**config.mk**
```make
export PLATFORM = sky130hd
export DESIGN_NAME = writeback_flat
export DESIGN_NICKNAME = d
export VERILOG_FILES = /design/src/rtl/writeback_if.sv /design/src/rtl/writeback.sv /design/src/flat_wrapper.sv
export SDC_FILE = /design/constraint.sdc
export NUM_CORES = 1
export LEC_CHECK = 0
export CORE_ASPECT_RATIO = 1.75
export CORE_UTILIZATION = 35
export CTS_CLUSTER_SIZE = 10
export DETAILED_ROUTE_END_ITERATION = 12
export PLACE_DENSITY = 0.66
export RECOVER_POWER = 100
export SKIP_LAST_GASP = 1
export SYNTH_ARGS = -nofsm -noshare
export SYNTH_HDL_FRONTEND = slang
export SYNTH_SLANG_ARGS = --single-unit
```
**constraint.sdc**
```tcl
create_clock -name clk_i -period 2.2 [get_ports clk_i]
set_input_delay 0.66 -clock clk_i [delete_from_list [all_inputs] [get_ports clk_i]]
set_output_delay 0.66 -clock clk_i [all_outputs]
set_load 0.02 [all_outputs]
```
**src/rtl/writeback_if.sv**
```systemverilog
// writeback_if -- bundles the memory-stage result handshake, the load data
// return path and the register-file write port of the writeback block.
//
//   master : upstream side (drives results and load data, sees ready/write)
//   slave  : writeback side (consumes results, drives ready and the write port)
//
//   input_valid_i   result valid from the memory stage
//   input_ready_o   writeback can accept a result this cycle
//   reg_write_i     result targets a register
//   reg_addr_i      destination register index
//   reg_data_i      non-load result value
//   load_i          result is a load, data follows on ldata_i
//   load_size_i     00 byte, 01 halfword, 10/11 word
//   load_unsigned_i 1 = zero-extend, 0 = sign-extend
//   load_offset_i   byte address bits [1:0]
//   ldata_valid_i   memory read data valid
//   ldata_i         memory read word, little-endian
//   write_o         register-file write strobe
//   waddr_o         register-file write index
//   wdata_o         register-file write data
interface writeback_if;
    logic        input_valid_i;
    logic        input_ready_o;
    logic        reg_write_i;
    logic [4:0]  reg_addr_i;
    logic [31:0] reg_data_i;
    logic        load_i;
    logic [1:0]  load_size_i;
    logic        load_unsigned_i;
    logic [1:0]  load_offset_i;
    logic        ldata_valid_i;
    logic [31:0] ldata_i;
    logic        write_o;
    logic [4:0]  waddr_o;
    logic [31:0] wdata_o;

    modport master (
        output input_valid_i, reg_write_i, reg_addr_i, reg_data_i,
               load_i, load_size_i, load_unsigned_i, load_offset_i,
               ldata_valid_i, ldata_i,
        input  input_ready_o, write_o, waddr_o, wdata_o
    );

    modport slave (
        input  input_valid_i, reg_write_i, reg_addr_i, reg_data_i,
               load_i, load_size_i, load_unsigned_i, load_offset_i,
               ldata_valid_i, ldata_i,
        output input_ready_o, write_o, waddr_o, wdata_o
    );
endinterface

```
**src/rtl/writeback.sv**
```systemverilog
// writeback -- final pipeline stage. Retires non-load results one per cycle
// and, for loads, waits for the memory read word, extracts and extends the
// addressed byte/halfword, then writes the register file. Writes to x0 are
// suppressed. All register-file outputs are registered.
//
//   clk_i    sole clock, rising edge
//   rst_n_i  asynchronous active-low reset
//   bus      writeback_if.slave (result handshake, load data, write port)
//
// state     | meaning
// ----------+-----------------------------------------------------------
// IDLE      | ready for a result; non-loads retire next cycle
// WAIT_LOAD | load accepted, holding its fields until ldata_valid_i
module writeback (
    input  logic       clk_i,
    input  logic       rst_n_i,
    writeback_if.slave bus
);

    typedef enum logic [0:0] {
        IDLE      = 1'b0,
        WAIT_LOAD = 1'b1
    } state_t;

    state_t      state;
    state_t      state_next;

    logic        ready;
    logic        accept;
    logic        cap_en;

    logic        cap_reg_write;
    logic [4:0]  cap_addr;
    logic [1:0]  cap_size;
    logic        cap_unsigned;
    logic [1:0]  cap_offset;

    logic        write_q;
    logic [4:0]  waddr_q;
    logic [31:0] wdata_q;
    logic        write_next;
    logic [4:0]  waddr_next;
    logic [31:0] wdata_next;

    function automatic logic [31:0] extract(
        input logic [31:0] word,
        input logic [1:0]  size,
        input logic        uns,
        input logic [1:0]  off
    );
        logic [7:0]  b;
        logic [15:0] h;
        logic [31:0] result;
        case (off)
            2'd0:    b = word[7:0];
            2'd1:    b = word[15:8];
            2'd2:    b = word[23:16];
            default: b = word[31:24];
        endcase
        // halfword position comes from off[1] only; off[0] is ignored
        h = off[1] ? word[31:16] : word[15:0];
        case (size)
            2'b00:   result = uns ? {24'd0, b} : {{24{b[7]}}, b};
            2'b01:   result = uns ? {16'd0, h} : {{16{h[15]}}, h};
            default: result = word;
        endcase
        return result;
    endfunction

    // ready depends on state alone so upstream never sees a combinational
    // path from its own valid back to ready
    assign ready  = (state == IDLE);
    assign accept = bus.input_valid_i & ready;

    always_comb begin
        state_next = state;
        cap_en     = 1'b0;
        write_next = 1'b0;
        waddr_next = waddr_q;
        wdata_next = wdata_q;
        case (state)
            IDLE: begin
                if (accept) begin
                    if (bus.load_i) begin
                        cap_en     = 1'b1;
                        state_next = WAIT_LOAD;
                    end else if (bus.reg_write_i && (bus.reg_addr_i != 5'd0)) begin
                        write_next = 1'b1;
                        waddr_next = bus.reg_addr_i;
                        wdata_next = bus.reg_data_i;
                    end
                end
            end
            WAIT_LOAD: begin
                if (bus.ldata_valid_i) begin
                    state_next = IDLE;
                    if (cap_reg_write && (cap_addr != 5'd0)) begin
                        write_next = 1'b1;
                        waddr_next = cap_addr;
                        wdata_next = extract(bus.ldata_i, cap_size,
                                             cap_unsigned, cap_offset);
                    end
                end
            end
            default: state_next = IDLE;
        endcase
    end

    always_ff @(posedge clk_i or negedge rst_n_i) begin
        if (!rst_n_i) begin
            state <= IDLE;
        end else begin
            state <= state_next;
        end
    end

    always_ff @(posedge clk_i or negedge rst_n_i) begin
        if (!rst_n_i) begin
            cap_reg_write <= 1'b0;
            cap_addr      <= 5'd0;
            cap_size      <= 2'd0;
            cap_unsigned  <= 1'b0;
            cap_offset    <= 2'd0;
        end else if (cap_en) begin
            cap_reg_write <= bus.reg_write_i;
            cap_addr      <= bus.reg_addr_i;
            cap_size      <= bus.load_size_i;
            cap_unsigned  <= bus.load_unsigned_i;
            cap_offset    <= bus.load_offset_i;
        end
    end

    always_ff @(posedge clk_i or negedge rst_n_i) begin
        if (!rst_n_i) begin
            write_q <= 1'b0;
            waddr_q <= 5'd0;
            wdata_q <= 32'd0;
        end else begin
            write_q <= write_next;
            waddr_q <= waddr_next;
            wdata_q <= wdata_next;
        end
    end

    assign bus.input_ready_o = ready;
    assign bus.write_o       = write_q;
    assign bus.waddr_o       = waddr_q;
    assign bus.wdata_o       = wdata_q;

endmodule
```
**src/flat_wrapper.sv**
```systemverilog
// flat-port wrapper written by rule: the top's interface ports become plain ports
module writeback_flat 
  (clk_i, rst_n_i, bus_input_valid_i, bus_reg_write_i, bus_reg_addr_i, bus_reg_data_i, bus_load_i, bus_load_size_i, bus_load_unsigned_i, bus_load_offset_i, bus_ldata_valid_i, bus_ldata_i, bus_input_ready_o, bus_write_o, bus_waddr_o, bus_wdata_o);
  writeback_if bus_i ();
  input  logic clk_i;
  input  logic rst_n_i;
  input wire logic [$bits(bus_i.input_valid_i)-1:0] bus_input_valid_i;
  input wire logic [$bits(bus_i.reg_write_i)-1:0] bus_reg_write_i;
  input wire logic [$bits(bus_i.reg_addr_i)-1:0] bus_reg_addr_i;
  input wire logic [$bits(bus_i.reg_data_i)-1:0] bus_reg_data_i;
  input wire logic [$bits(bus_i.load_i)-1:0] bus_load_i;
  input wire logic [$bits(bus_i.load_size_i)-1:0] bus_load_size_i;
  input wire logic [$bits(bus_i.load_unsigned_i)-1:0] bus_load_unsigned_i;
  input wire logic [$bits(bus_i.load_offset_i)-1:0] bus_load_offset_i;
  input wire logic [$bits(bus_i.ldata_valid_i)-1:0] bus_ldata_valid_i;
  input wire logic [$bits(bus_i.ldata_i)-1:0] bus_ldata_i;
  output wire logic [$bits(bus_i.input_ready_o)-1:0] bus_input_ready_o;
  output wire logic [$bits(bus_i.write_o)-1:0] bus_write_o;
  output wire logic [$bits(bus_i.waddr_o)-1:0] bus_waddr_o;
  output wire logic [$bits(bus_i.wdata_o)-1:0] bus_wdata_o;
  assign bus_i.input_valid_i = bus_input_valid_i;
  assign bus_i.reg_write_i = bus_reg_write_i;
  assign bus_i.reg_addr_i = bus_reg_addr_i;
  assign bus_i.reg_data_i = bus_reg_data_i;
  assign bus_i.load_i = bus_load_i;
  assign bus_i.load_size_i = bus_load_size_i;
  assign bus_i.load_unsigned_i = bus_load_unsigned_i;
  assign bus_i.load_offset_i = bus_load_offset_i;
  assign bus_i.ldata_valid_i = bus_ldata_valid_i;
  assign bus_i.ldata_i = bus_ldata_i;
  assign bus_input_ready_o = bus_i.input_ready_o;
  assign bus_write_o = bus_i.write_o;
  assign bus_waddr_o = bus_i.waddr_o;
  assign bus_wdata_o = bus_i.wdata_o;
  writeback u_core (.clk_i(clk_i), .rst_n_i(rst_n_i), .bus(bus_i));
endmodule
```
Word level (Yosys, flattened, before mapping)
Index checks and enable logic that the tools add are counted.

Input bits: 80. Bits in registers: 50. Output and inout port bits: 39. Logic and storage cells: 54.

Mux-type cells: 28. Bitwise operators: 2. Equality and inequality tests: 8. Reductions and logical operators: 7.

Operator list (count): 32-bit 2-to-1 mux (7); 32-bit one-hot mux with 2 select lines (2); 5-bit 2-to-1 mux (5); 8-bit one-hot mux with 3 select lines (1); 16-bit 2-to-1 mux (1); 2-bit != test (second input constant) (5); 5-bit one-hot mux with 2 select lines (1); 5-bit nonzero test (2); 1-bit 2-to-1 mux (9); 5-bit AND reduction (1); 2-bit by 1-bit equality test with 1-bit output (second input constant) (2); 2-bit logical NOT (2); 1-bit one-hot mux with 2 select lines (2); 2-bit equality test (second input constant) (1); 1-bit logical AND (2); 1-bit bitwise AND (1); 1-bit inverter (1).

Longest topological paths before layout
Gate-level depths: netlist of the first run.

Depth after elaboration: 7. Depth in mapped cells: 8. Mapped depth without buffers: 5.

Worst setup path after synthesis of the first run
Ideal clock, no wire load.

Path kind: input-to-reg. Start point: input bus_reg_addr_i[2]. End point: register u_core.wdata_q[14] (netlist: u_core.bus.wdata_o[14]). Path slack: 0.070 ns. Arrival: 2.005 ns. Path buffers: 2. Setup time: 0.125 ns. Data required time: 2.075 ns. Stages on the path: 7. Cell sequence: or4_1 o21ai_1 and2_1 buf_4 inv_4 buf_6 mux2_4.

Cells in the longest elaborated chain, start to end: 4.

Ends and longest elaborated chain: start: declaration (line flat_wrapper.sv:9) `input wire logic [$bits(bus_i.reg_addr_i)-1:0] bus_reg_addr_i;`; 5-bit nonzero test (line writeback.sv:87) `end else if (bus.reg_write_i && (bus.reg_addr_i != 5'd0)) begin`; 1-bit logical AND (line writeback.sv:87); 2-bit != test (no source line); 5-bit AND reduction (no source line); end signal: assignment (line writeback.sv:141) `wdata_q <= wdata_next;`; end: declaration (line writeback.sv:40) `logic [31:0] wdata_q;`.

Every way passes these cells. A chain may end at the register's enable or synchronous reset.

Worst setup path after layout of the first run
Start point: input bus_reg_addr_i[1]. End point: register u_core.wdata_q[7] (netlist: u_core.bus.wdata_o[7]).

Same word-level chain as after synthesis.

==> results of run 1 <==
-- cell usage in the layout, fill, tap and decap left out, types with 2 or more instances in the layout --
cell	Yosys	routed
sky130_fd_sc_hd__a21oi_1	32	32
sky130_fd_sc_hd__a22oi_1	7	7
sky130_fd_sc_hd__a2bb2oi_1	7	7
sky130_fd_sc_hd__a31oi_1	8	8
sky130_fd_sc_hd__and3b_1	9	9
sky130_fd_sc_hd__buf_4	1	24
sky130_fd_sc_hd__buf_6	1	2
sky130_fd_sc_hd__clkbuf_16	0	5
sky130_fd_sc_hd__clkdlybuf4s50_1	0	116
sky130_fd_sc_hd__dfrtp_1	50	50
sky130_fd_sc_hd__inv_1	7	7
sky130_fd_sc_hd__mux2_2	17	17
sky130_fd_sc_hd__mux2_4	2	2
sky130_fd_sc_hd__mux2i_1	12	12
sky130_fd_sc_hd__nand2_1	28	28
sky130_fd_sc_hd__nand2b_1	14	14
sky130_fd_sc_hd__nand3_1	23	23
sky130_fd_sc_hd__nor2_1	17	17
sky130_fd_sc_hd__nor2b_1	10	10
sky130_fd_sc_hd__nor3b_1	16	16
sky130_fd_sc_hd__o211ai_1	6	6
sky130_fd_sc_hd__o21ai_0	15	15
sky130_fd_sc_hd__o311a_1	6	6
sky130_fd_sc_hd__o31ai_1	16	16
-- timing repair --
item / CTS / global route
pin swaps: 0 / 2
setup endpoints to repair: 1 / 25
gates resized for setup: 1 / 8
hold endpoints to repair: 0 / 0
-- flip-flops by register name (all words and copies together), names as in the netlist --
| register | cells |
|---|---|
| u_core.cap_addr | 5 |
| u_core.cap_offset | 2 |
| u_core.cap_reg_write | 1 |
| u_core.state | 1 |
| u_core.bus.write_o | 1 |
| u_core.cap_size | 2 |
| u_core.cap_unsigned | 1 |
| u_core.bus.waddr_o | 5 |
| u_core.bus.wdata_o | 32 |
-- per-layer routing --
layer | vias to the layer above | share of wire, %
met5 | - | 0
met4 | 0 | 4.6
met3 | 31 | 5.1
met2 | 138 | 52
met1 | 1552 | 38
li1 | 1547 | -
-- kinds of logic (layout without fill, tap and decap cells) --
logic type             count (synthesis)  in the layout  synth area share, %
flip-flops                            50             50                38.94
multiplexers                          33             33                11.68
AO/OA/AOI/OAI                        104            104                21.22
AND/OR/NAND/NOR                      128            128                22.35
buffers and inverters                 43            164                5.802
-- power breakdown --
group | switching, mW | internal (mW) | leakage [nW] | total (mW)
Clock | 0.357 | 0.451 | 0.0729 | 0.808
Sequential | 0.244 | 1.25 | 0.604 | 1.49
Combinational | 1.06 | 1.10 | 1.29 | 2.16
-- critical path: cells and delay by family --
| kind | cells | cell delay (ps) |
|---|---|---|
| AO/OA/AOI/OAI | 1 | 180 |
| buffers and inverters | 2 | 480 |
| multiplexers | 1 | 310 |
| AND/OR/NAND/NOR | 2 | 740 |
-- layout make-up --
class / instances / area (um2)
inverter: 9 / 41.29
clock buffer: 6 / 138.9
tap: 117 / 146.4
timing repair buffer: 147 / 1398
sequential: 50 / 1251
clock inverter: 2 / 12.51
fill: 841 / 3990
multi-input combinational: 265 / 1805
-- path summary, 6_finish.rpt --
path / startpoint / endpoint / depth (start not counted)
setup / recovery: bus_reg_addr_i[1] / u_core.bus.wdata_o[7]$_DFFE_PN0P_ / 6
min in group asynchronous: rst_n_i / u_core.bus.write_o$_DFF_PN0_ / 2
max in group asynchronous: rst_n_i / u_core.bus.wdata_o[13]$_DFFE_PN0P_ / 2
hold / removal: u_core.bus.wdata_o[23]$_DFFE_PN0P_ / u_core.bus.wdata_o[23]$_DFFE_PN0P_ / 2
setup reg to reg: u_core.state$_DFF_PN0_ / u_core.cap_addr[4]$_DFFE_PN0P_ / 5
hold reg to reg: u_core.bus.wdata_o[23]$_DFFE_PN0P_ / u_core.bus.wdata_o[23]$_DFFE_PN0P_ / 2
==> impl_summary.txt, run 1 <==
----------------------------------------------------
[Detailed routing]
  Vias ... around 3,300
  Average vias per placed instance ... 5.483
  Post-detailed-routing wire length ... ~10,000 um
  DR WL/cell ... around 17 um
  Final ANT Viol Nets ... 0
  Detailed-routing iteration count for the pre-antenna-repair pass ... 4
  Number of remaining DRC errors ... 0
  DRC marker count from the first detailed-route iteration ... 230

[Worst setup path]
  Library cell contributing the largest single delay on the critical path ... sky130_fd_sc_hd__or4_4
  Cells along the critical path ... clkdlybuf4s50_1, or4_4, o21ai_4, and2_4, inv_8, mux2_1
  Worst-path maximum fanout ... 13
  Crit path capture type ... flip-flop
  Endpoint required time on the critical path ... 2380 ps
  Crit path DAT ... about 2400 ps
  Crit start category ... input pin
  R2R Setup Slk ... approximately 290 ps
  Critical path class ... in2reg
  Biggest cell delay along the critical path ... 540 ps

[Timing]
  Worst slew margin ... approximately 16%
  Worst Max-Slew Pin Slew ... 1263 ps
  Clk_skew ... ~4.4 ps
  Final worst setup slack ... between 10 and 15 ps
  Final setup violation count ... 0
  Minimum period implied by the final worst setup slack ... between 2000 and 2500 ps
  Maximum achievable frequency ... ~0.46 GHz
  Worst hold slack ... 499.5 ps
  Total negative slack for setup checks ... 0 ps
  Setup repair after global routing missed its margin ... true
  Final critical-path share of the clock period ... approximately 99%
  Hold violation total from the final report ... 0
  Final Max Tran Viols ... 0

[Cells and area]
  Final cell area excluding filler cells ... between 0.004 and 0.005 mm2
  Signed area change from the synthesized netlist to the final layout ... 49.18%
  Non-filler cells in the finished layout ... 596
  Share of the core filled with cells in the final layout ... a little over half
  Inserted Diodes ... 0
  Share of post-route cells with drive strength above 1 ... a little over an eighth
  Nets ... ~560

[Floorplan]
  I/O pin count ... approximately 120
  Area of the core region ... between 0.008 and 0.009 mm2
  Die ar. ... about 0.0096 mm2
  Number of rows in the core area ... 45
  Width of the chip ... around 74 um
  Initial core utilization ... roughly 37%
  Die Span Y ... 128.8 um

[Clock network]
  TritonCTS clock tree ... built
  Inserted Clock Buffers ... 5
  # clock sinks ... 50
  Number of setup buffers added after CTS ... 0
  H-tree levels ... 2
  CTS Hold Bufs ... 0
  Reg clk slew, reported paths ... ~70 ps
  Maximum root-to-sink buffer count ... 2
  Cell chosen for the clock root ... sky130_fd_sc_hd__clkbuf_16
  Clock latency on the worst-skew pair ... roughly 300 ps

[Run]
  Max-cap violations ... 0

[Power]
  Power Density ... roughly 930 mW/mm2
  Leakage dissipation ... around 2 nW
  Maximum vdd ir drop ... between 500 and 600 uV
  PnR Total Power ... around 4.5 mW

[Yosys]
  Count of flip-flops with a built-in enable after synthesis ... 0
  Proportion of synthesized flip-flops having asynchronous set or reset ... between 90% and 100%
  Post-synth design cell area ... roughly 0.0032 mm2
  Nets in the synthesized netlist ... approximately 440
  Cell variety after synth ... 44
  Top-count cell post-synth ... sky130_fd_sc_hd__dfrtp_1
  Part of the Yosys area used for sequential elements ... 38.94%
  Syn avg cell area ... between 8 and 9 um2
  Area share of the leading cell type in the synthesized netlist ... 38.94%
  Total of warnings raised by yosys ... 0
  Register bit total from synthesis ... 50
  Dominant cell type by area after synthesis ... sky130_fd_sc_hd__dfrtp_1
  Most used flip-flop cell after synthesis ... sky130_fd_sc_hd__dfrtp_1
  Synth area leaders ... sky130_fd_sc_hd__dfrtp_1 (39%), sky130_fd_sc_hd__mux2_2 (6.0%), sky130_fd_sc_hd__a21oi_1 (5.0%), sky130_fd_sc_hd__mux2i_1 (3.7%), sky130_fd_sc_hd__nor3b_1 (3.7%)
  Most used standard cells in the synthesized netlist ... sky130_fd_sc_hd__dfrtp_1 (50), sky130_fd_sc_hd__a21oi_1 (32), sky130_fd_sc_hd__nand2_1 (28)
  Post-Syn Instances ... between 300 and 400

[Status]
  Outcome ... finished clean

[Placement]
  Setup WS pre-CTS ... -315.0 ps
  IO Port Bufs ... about 120
  Global placer's final weighted congestion ... 0.8293
  Detail Placement HPWL ... 7693 um
  Placement Cell Area ... ~0.0046 mm2
  Cell total after placement ... a little under 600

[Global route]
  Grt total ovfl ... 0
  Met2 layer usage reported by global route ... 37.94%
  Maximum number of pins on one net before global-route repair ... 51
  Via count of the first global-routing pass ... around 3,200
  Met1 global-route usage ... about a quarter
  Layer with the highest usage ... met2
  Global routing usage summed across all routing layers ... approximately 22%
  Global-route wire length before repair ... 16,260 um
  Number of antenna violations at the first check in global routing ... 0
  Met3 Use GR ... ~3.1%

[Hold path]
  Min-delay worst type ... reg2reg

----------------------------------------------------
No activity file was read; power rests on OpenSTA's default activity.
==> run 2, diff against run 1 <==
ABC_CLOCK_PERIOD_IN_PS = 2200   (was unset)
REMOVE_ABC_BUFFERS = 1   (was unset)
==> run 2 against run 1 <==
Against the previous run:
- core utilization up 0.40 points
- die area did not move
- setup slack better by 20 ps
- cell area up 0.73%
- hold slack worse by 37 ps
- cell count rose by 0.17%
- clock power is 11% higher
- critical path depth did not move
- combinational power decreased by 3%
- first-iteration DRC count is 0.43% higher
- global-route usage up 0.32 points
- critical endpoint unchanged
- largest cell class unchanged
- largest power group unchanged
==> impl_summary.txt, run 2 (synthesis results as in run 1) <==
----------------------------------------------------
[Power]
  Switching portion of total power ... 37.37%
  Net switching component of the power ... about 1.7 mW
  Clock group share of total power ... about a fifth
  Power Density ... a little over 900 mW/mm2
  Portion of total power attributed to combinational logic ... a little under half
  Leakage dissipation ... around 2.0 nW
  Maximum vdd ir drop ... around 460 uV
  Internal power of the cells ... 2.802 mW
  Relative contribution of sequential cells to total power ... around 33%

[Cells and area]
  Flip-flop count of the largest register after layout ... 32
  Area used by multi-input combinational logic ... between 0.0015 and 0.002 mm2
  Final cell area excluding filler cells ... 0.004828 mm2
  Inserted Diodes ... 0
  Share of post-route cells with drive strength above 1 ... 13.13%
  Leading cell types in the layout, fill and taps excluded ... sky130_fd_sc_hd__clkdlybuf4s50_1 (78), sky130_fd_sc_hd__dfrtp_1 (50), sky130_fd_sc_hd__dlygate4sd3_1 (38)
  Leading cell type in the layout, fill and taps excluded ... sky130_fd_sc_hd__clkdlybuf4s50_1
  Signed area change from the synthesized netlist to the final layout ... 50.27%
  Register Area ... approximately 0.0013 mm2
  Filler Cell Count ... approximately 830
  Nets ... 559

[Clock network]
  # clock sinks ... 50
  Clock latency on the worst-skew pair ... approximately 300 ps
  CTS Hold Bufs ... 0
  Reg clk slew, reported paths ... 70 ps
  Inserted Clock Buffers ... 5
  H-tree levels ... 2
  Maximum root-to-sink buffer count ... 2
  Cell chosen for the clock root ... sky130_fd_sc_hd__clkbuf_16
  TritonCTS clock tree ... built

[Worst setup path]
  Crit start category ... input pin
  Worst-path maximum fanout ... 15
  Crit Reg-Reg Startpoint ... u_core.state$_DFF_PN0_
  Crit path DAT ... about 2400 ps
  Launching instance or port of the critical path ... bus_reg_addr_i[1]
  Endpoint required time on the critical path ... about 2400 ps
  Crit path capture type ... flip-flop
  Critical path class ... in2reg

[Global route]
  Global-route wire length before repair ... between 15,000 and 20,000 um
  Global routing usage summed across all routing layers ... 22.78%
  Maximum number of pins on one net before global-route repair ... 43
  Via count of the first global-routing pass ... between 3,000 and 4,000
  Grt total ovfl ... 0
  Number of antenna violations at the first check in global routing ... 0

[Floorplan]
  Initial core utilization ... 36.58%
  Width of the chip ... roughly 74 um
  I/O pin count ... 119
  Number of rows in the core area ... 45
  Die Span Y ... roughly 130 um
  Die ar. ... roughly 0.0096 mm2
  Area of the core region ... roughly 0.009 mm2

[Timing]
  Worst hold slack ... approximately 460 ps
  Final critical-path share of the clock period ... 98.58%
  Worst slew margin ... about two fifths
  Final setup violation count ... 0
  Hold violation total from the final report ... 0
  Final Max Tran Viols ... 0
  Maximum achievable frequency ... 0.4611 GHz
  Final worst setup slack ... 31.31 ps
  Minimum period implied by the final worst setup slack ... 2169 ps
  Total negative slack for setup checks ... 0 ps
  Worst Max-Slew Pin Slew ... 926.1 ps
  Clk_skew ... around 8.3 ps

[Detailed routing]
  Number of remaining DRC errors ... 0
  DRC marker count from the first detailed-route iteration ... between 200 and 250
  DRT met1 WL ... around 4300 um
  Routed length on met2 ... 5464 um
  Average vias per placed instance ... between 5 and 6
  Post-detailed-routing wire length ... approximately 11,000 um
  DR top layer ... met4
  DR WL/cell ... roughly 18 um
  Vias ... between 3,000 and 4,000
  Detailed-routing iteration count for the pre-antenna-repair pass ... 5
  Final ANT Viol Nets ... 0
  Wire length on met3 ... ~510 um

[Status]
  Outcome ... finished clean

[Run]
  Max-cap violations ... 0

[Placement]
  Global placer's final weighted congestion ... 0.8700
  IO Port Bufs ... roughly 120
  Setup WS pre-CTS ... -336.7 ps
  Placement Cell Area ... approximately 0.0047 mm2
  Detail Placement HPWL ... 7658 um

[Hold path]
  Min-delay worst type ... in2async

----------------------------------------------------
run 2: cell types whose count changed in the layout (fill, tap and decap cells not counted), sizes merged:
cell / before / now
clkbuf: 9 / 10
clkdlybuf4s50: 116 / 78
bufinv: 0 / 1
dlygate4sd3: 0 / 38
clkinv: 2 / 1
run 2: through the flow:
stage          instances  utilization [%]  power (mW)
2_1_floorplan        324                -       2.582
3_3_place_gp         589            53.03       3.680
3_5_place_dp         589            53.03       3.715
4_1_cts              597            54.96       4.626
5_1_grt              597            54.97       4.728
6_report             597            54.97       4.474
run 2: final timing paths:
check	slack, ps	depth (start not counted)	end
max	30	6	u_core.bus.wdata_o[7]$_DFFE_PN0P_
min	460	1	u_core.bus.wdata_o[17]$_DFFE_PN0P_
max reg2reg	270	5	u_core.cap_size[1]$_DFFE_PN0P_
min reg2reg	500	1	u_core.bus.wdata_o[9]$_DFFE_PN0P_
max in group asynchronous	320	2	u_core.bus.wdata_o[31]$_DFFE_PN0P_
min in group clk_i	500	1	u_core.bus.wdata_o[9]$_DFFE_PN0P_
run 2: repair_timing:
action	CTS	global route
setup endpoints to repair	3	22
pin swaps	0	1
setup buffers	0	0
resized for setup	1	7
endpoints found under the hold margin	0	0
run 2: cell type report:
cell class                      count  share of cell area (%)
Inverter                            9                  0.8551
Sequential cell                    50                   25.91
Timing Repair Buffer              148                   29.52
Clock inverter                      2                  0.7774
Multi-Input combinational cell    265                   37.24
Clock buffer                        6                   2.669
Tap cell                          117                   3.032
run 2: per-layer routing:
metal,vias up,track usage (%)
li1,1557,-
met1,1577,28.26
met2,145,39.43
met3,17,2.662
met4,0,8.657
met5,-,0
run 2: worst max-delay path: stages:
cell and delay (ps):
sky130_fd_sc_hd__clkdlybuf4s50_1 410, sky130_fd_sc_hd__or4_4 520, sky130_fd_sc_hd__o21ai_2 180, sky130_fd_sc_hd__and2_4 200, sky130_fd_sc_hd__inv_8 70, sky130_fd_sc_hd__mux2_1 310
run 2: power by group through the flow:
stage | clock network (mW) | registers, mW | logic (mW)
after floorplan | 0 | 1.86 | 0.726
final | 0.900 | 1.48 | 2.10
after CTS | 0.917 | 1.50 | 2.21
after detailed placement | 0 | 1.51 | 2.21
after global routing | 0.947 | 1.52 | 2.26
after global placement | 0 | 1.51 | 2.17
==> run 3, diff against run 2 <==
PLACE_DENSITY = 0.76   (was 0.66)
==> run 3 against run 2 <==
Against the previous run:
- sequential share of layout area up 0.31 points
- wire length up 1.6%
- cell area down 1.2%
- sequential cell count unchanged
- combinational power about the same
- non-clock buffer count down 7
- clock skew down 1.3 ps
- setup slack worse by 5.8 ps
- highest routed layer unchanged
==> impl_summary.txt, run 3 (synthesis results as in run 1) <==
----------------------------------------------------
[Placement]
  Placement Cell Area ... 0.004606 mm2
  Setup WS pre-CTS ... -397.6 ps
  Global placer's final weighted congestion ... roughly 0.88
  Detail Placement HPWL ... between 7000 and 8000 um
  IO Port Bufs ... roughly 120

[Hold path]
  Hold wc startpoint ... u_core.bus.wdata_o[16]$_DFFE_PN0P_
  Number of cells traversed by the worst hold path ... 2
  Min-delay worst type ... reg2reg
  Min-Delay Endpoint ... u_core.bus.wdata_o[16]$_DFFE_PN0P_

[Power]
  Maximum vdd ir drop ... between 400 and 500 uV
  PnR Total Power ... ~4.4 mW
  Leakage dissipation ... ~2.0 nW
  Power Density ... roughly 920 mW/mm2

[Cells and area]
  Final cell area excluding filler cells ... roughly 0.0048 mm2
  Share of post-route cells with drive strength above 1 ... around 12%
  Inserted Diodes ... 0
  Filler Cell Count ... 822
  Flip-flop count of the largest register after layout ... 32
  Leading cell type in the layout, fill and taps excluded ... sky130_fd_sc_hd__clkdlybuf4s50_1
  Nets ... 552
  Signed area change from the synthesized netlist to the final layout ... 48.48%
  Leading cell types in the layout, fill and taps excluded ... sky130_fd_sc_hd__clkdlybuf4s50_1 (76), sky130_fd_sc_hd__dfrtp_1 (50), sky130_fd_sc_hd__dlygate4sd3_1 (38)

[Timing]
  Worst hold slack ... between 500 and 600 ps
  Final worst setup slack ... 25.52 ps
  Maximum achievable frequency ... ~0.46 GHz
  Minimum period implied by the final worst setup slack ... roughly 2200 ps
  Clk_skew ... 6.927 ps
  Final critical-path share of the clock period ... between 90% and 100%
  Final Max Tran Viols ... 0
  Hold violation total from the final report ... 0
  Worst Max-Slew Pin Slew ... around 1000 ps
  Final setup violation count ... 0
  Setup repair after global routing missed its margin ... true
  Worst slew margin ... a little under a third
  Total negative slack for setup checks ... 0 ps

[Global route]
  Via count of the first global-routing pass ... around 3,400
  Global-route wire length before repair ... around 17,000 um
  Maximum number of pins on one net before global-route repair ... 54
  Number of antenna violations at the first check in global routing ... 0
  Grt total ovfl ... 0
  Global routing usage summed across all routing layers ... between 20% and 30%

[Detailed routing]
  Detailed-routing iteration count for the pre-antenna-repair pass ... 4
  DRC marker count from the first detailed-route iteration ... between 200 and 300
  Number of remaining DRC errors ... 0
  DR WL/cell ... around 18 um
  Average vias per placed instance ... about 5.6
  Vias ... 3,277
  Post-detailed-routing wire length ... about 11,000 um
  Final ANT Viol Nets ... 0

[Floorplan]
  Number of rows in the core area ... 45
  Die Span Y ... 128.8 um
  Initial core utilization ... a little over a third
  Width of the chip ... ~74 um
  Area of the core region ... just under 0.009 mm2
  Die ar. ... 0.009583 mm2
  I/O pin count ... around 120

[Worst setup path]
  Crit path capture type ... primary output
  Critical path class ... reg2out
  Crit start category ... flip-flop
  Endpoint required time on the critical path ... 1540 ps
  Crit Reg-Reg Startpoint ... u_core.cap_addr[2]$_DFFE_PN0P_
  Cells on worst reg2reg path ... 5
  Worst-path maximum fanout ... 4
  Crit path DAT ... 1510 ps
  Launching instance or port of the critical path ... u_core.state$_DFF_PN0_
  Worst flop-to-flop path endpoint ... u_core.bus.waddr_o[3]$_DFFE_PN0P_
  R2R Setup Slk ... 270 ps

[Clock network]
  Clock latency on the worst-skew pair ... about 300 ps
  # clock sinks ... 50
  Cell chosen for the clock root ... sky130_fd_sc_hd__clkbuf_16
  CTS Hold Bufs ... 0
  Reg clk slew, reported paths ... 80 ps
  H-tree levels ... 2
  Maximum root-to-sink buffer count ... 2
  TritonCTS clock tree ... built
  Inserted Clock Buffers ... 5

[Status]
  Outcome ... finished clean

[Run]
  Max-cap violations ... 0

----------------------------------------------------
==> run 3: where the power goes <==
group / switching [mW] / total, mW / internal (mW) / leakage [nW]
registers: 0.250 / 1.50 / 1.25 / 0.604
clock network: 0.381 / 0.809 / 0.429 / 0.0704
logic: 1.09 / 2.09 / 0.999 / 1.31
==> run 3: final cells by class <==
| type | instances | area (um2) | share of cell area, % |
|---|---|---|---|
| clock buffer | 5 | 125.1 | 2.623 |
| tap | 117 | 146.4 | 3.068 |
| clock inverter | 3 | 25.02 | 0.5245 |
| timing repair buffer | 141 | 1380 | 28.93 |
| inverter | 9 | 36.28 | 0.7606 |
| sequential | 50 | 1251 | 26.23 |
| multi-input combinational | 265 | 1807 | 37.87 |
==> run 3: worst max-delay path: stages, from the launching register on <==
cell,delay (ps)
sky130_fd_sc_hd__dfrtp_1,490
sky130_fd_sc_hd__clkinv_1,130
sky130_fd_sc_hd__clkdlybuf4s50_1,590
==> run 3: repair_timing <==
item	CTS	global route
pin swaps	1	2
resized for setup	5	5
setup endpoints to repair	34	36
buffers inserted	0	0
==> run 3: worst max-delay path by stage <==
stage / end / depth (start not counted)
detailed placement: u_core.bus.wdata_o[7]$_DFFE_PN0P_ / 6
finish: bus_input_ready_o / 2
floorplan: u_core.bus.wdata_o[7]$_DFFE_PN0P_ / 5
global placement: u_core.bus.wdata_o[7]$_DFFE_PN0P_ / 6
CTS: bus_input_ready_o / 2
global route: bus_input_ready_o / 2
==> run 3: layer usage <==
layer | GRT usage (%) | vias up | share of wire (%)
met5 | 0 | - | 0
met4 | 11.88 | 0 | 4.8
met3 | 4.072 | 33 | 4.1
met2 | 40.65 | 106 | 54
met1 | 25.11 | 1601 | 37
li1 | - | 1537 | -
==> run 3: metrics by stage <==
step                      instances  utilization [%]
final                           590            54.32
after global routing            590            54.32
after CTS                       590            54.22
after detailed placement        582            52.44
after global placement          582            52.44
after floorplan                 324                -
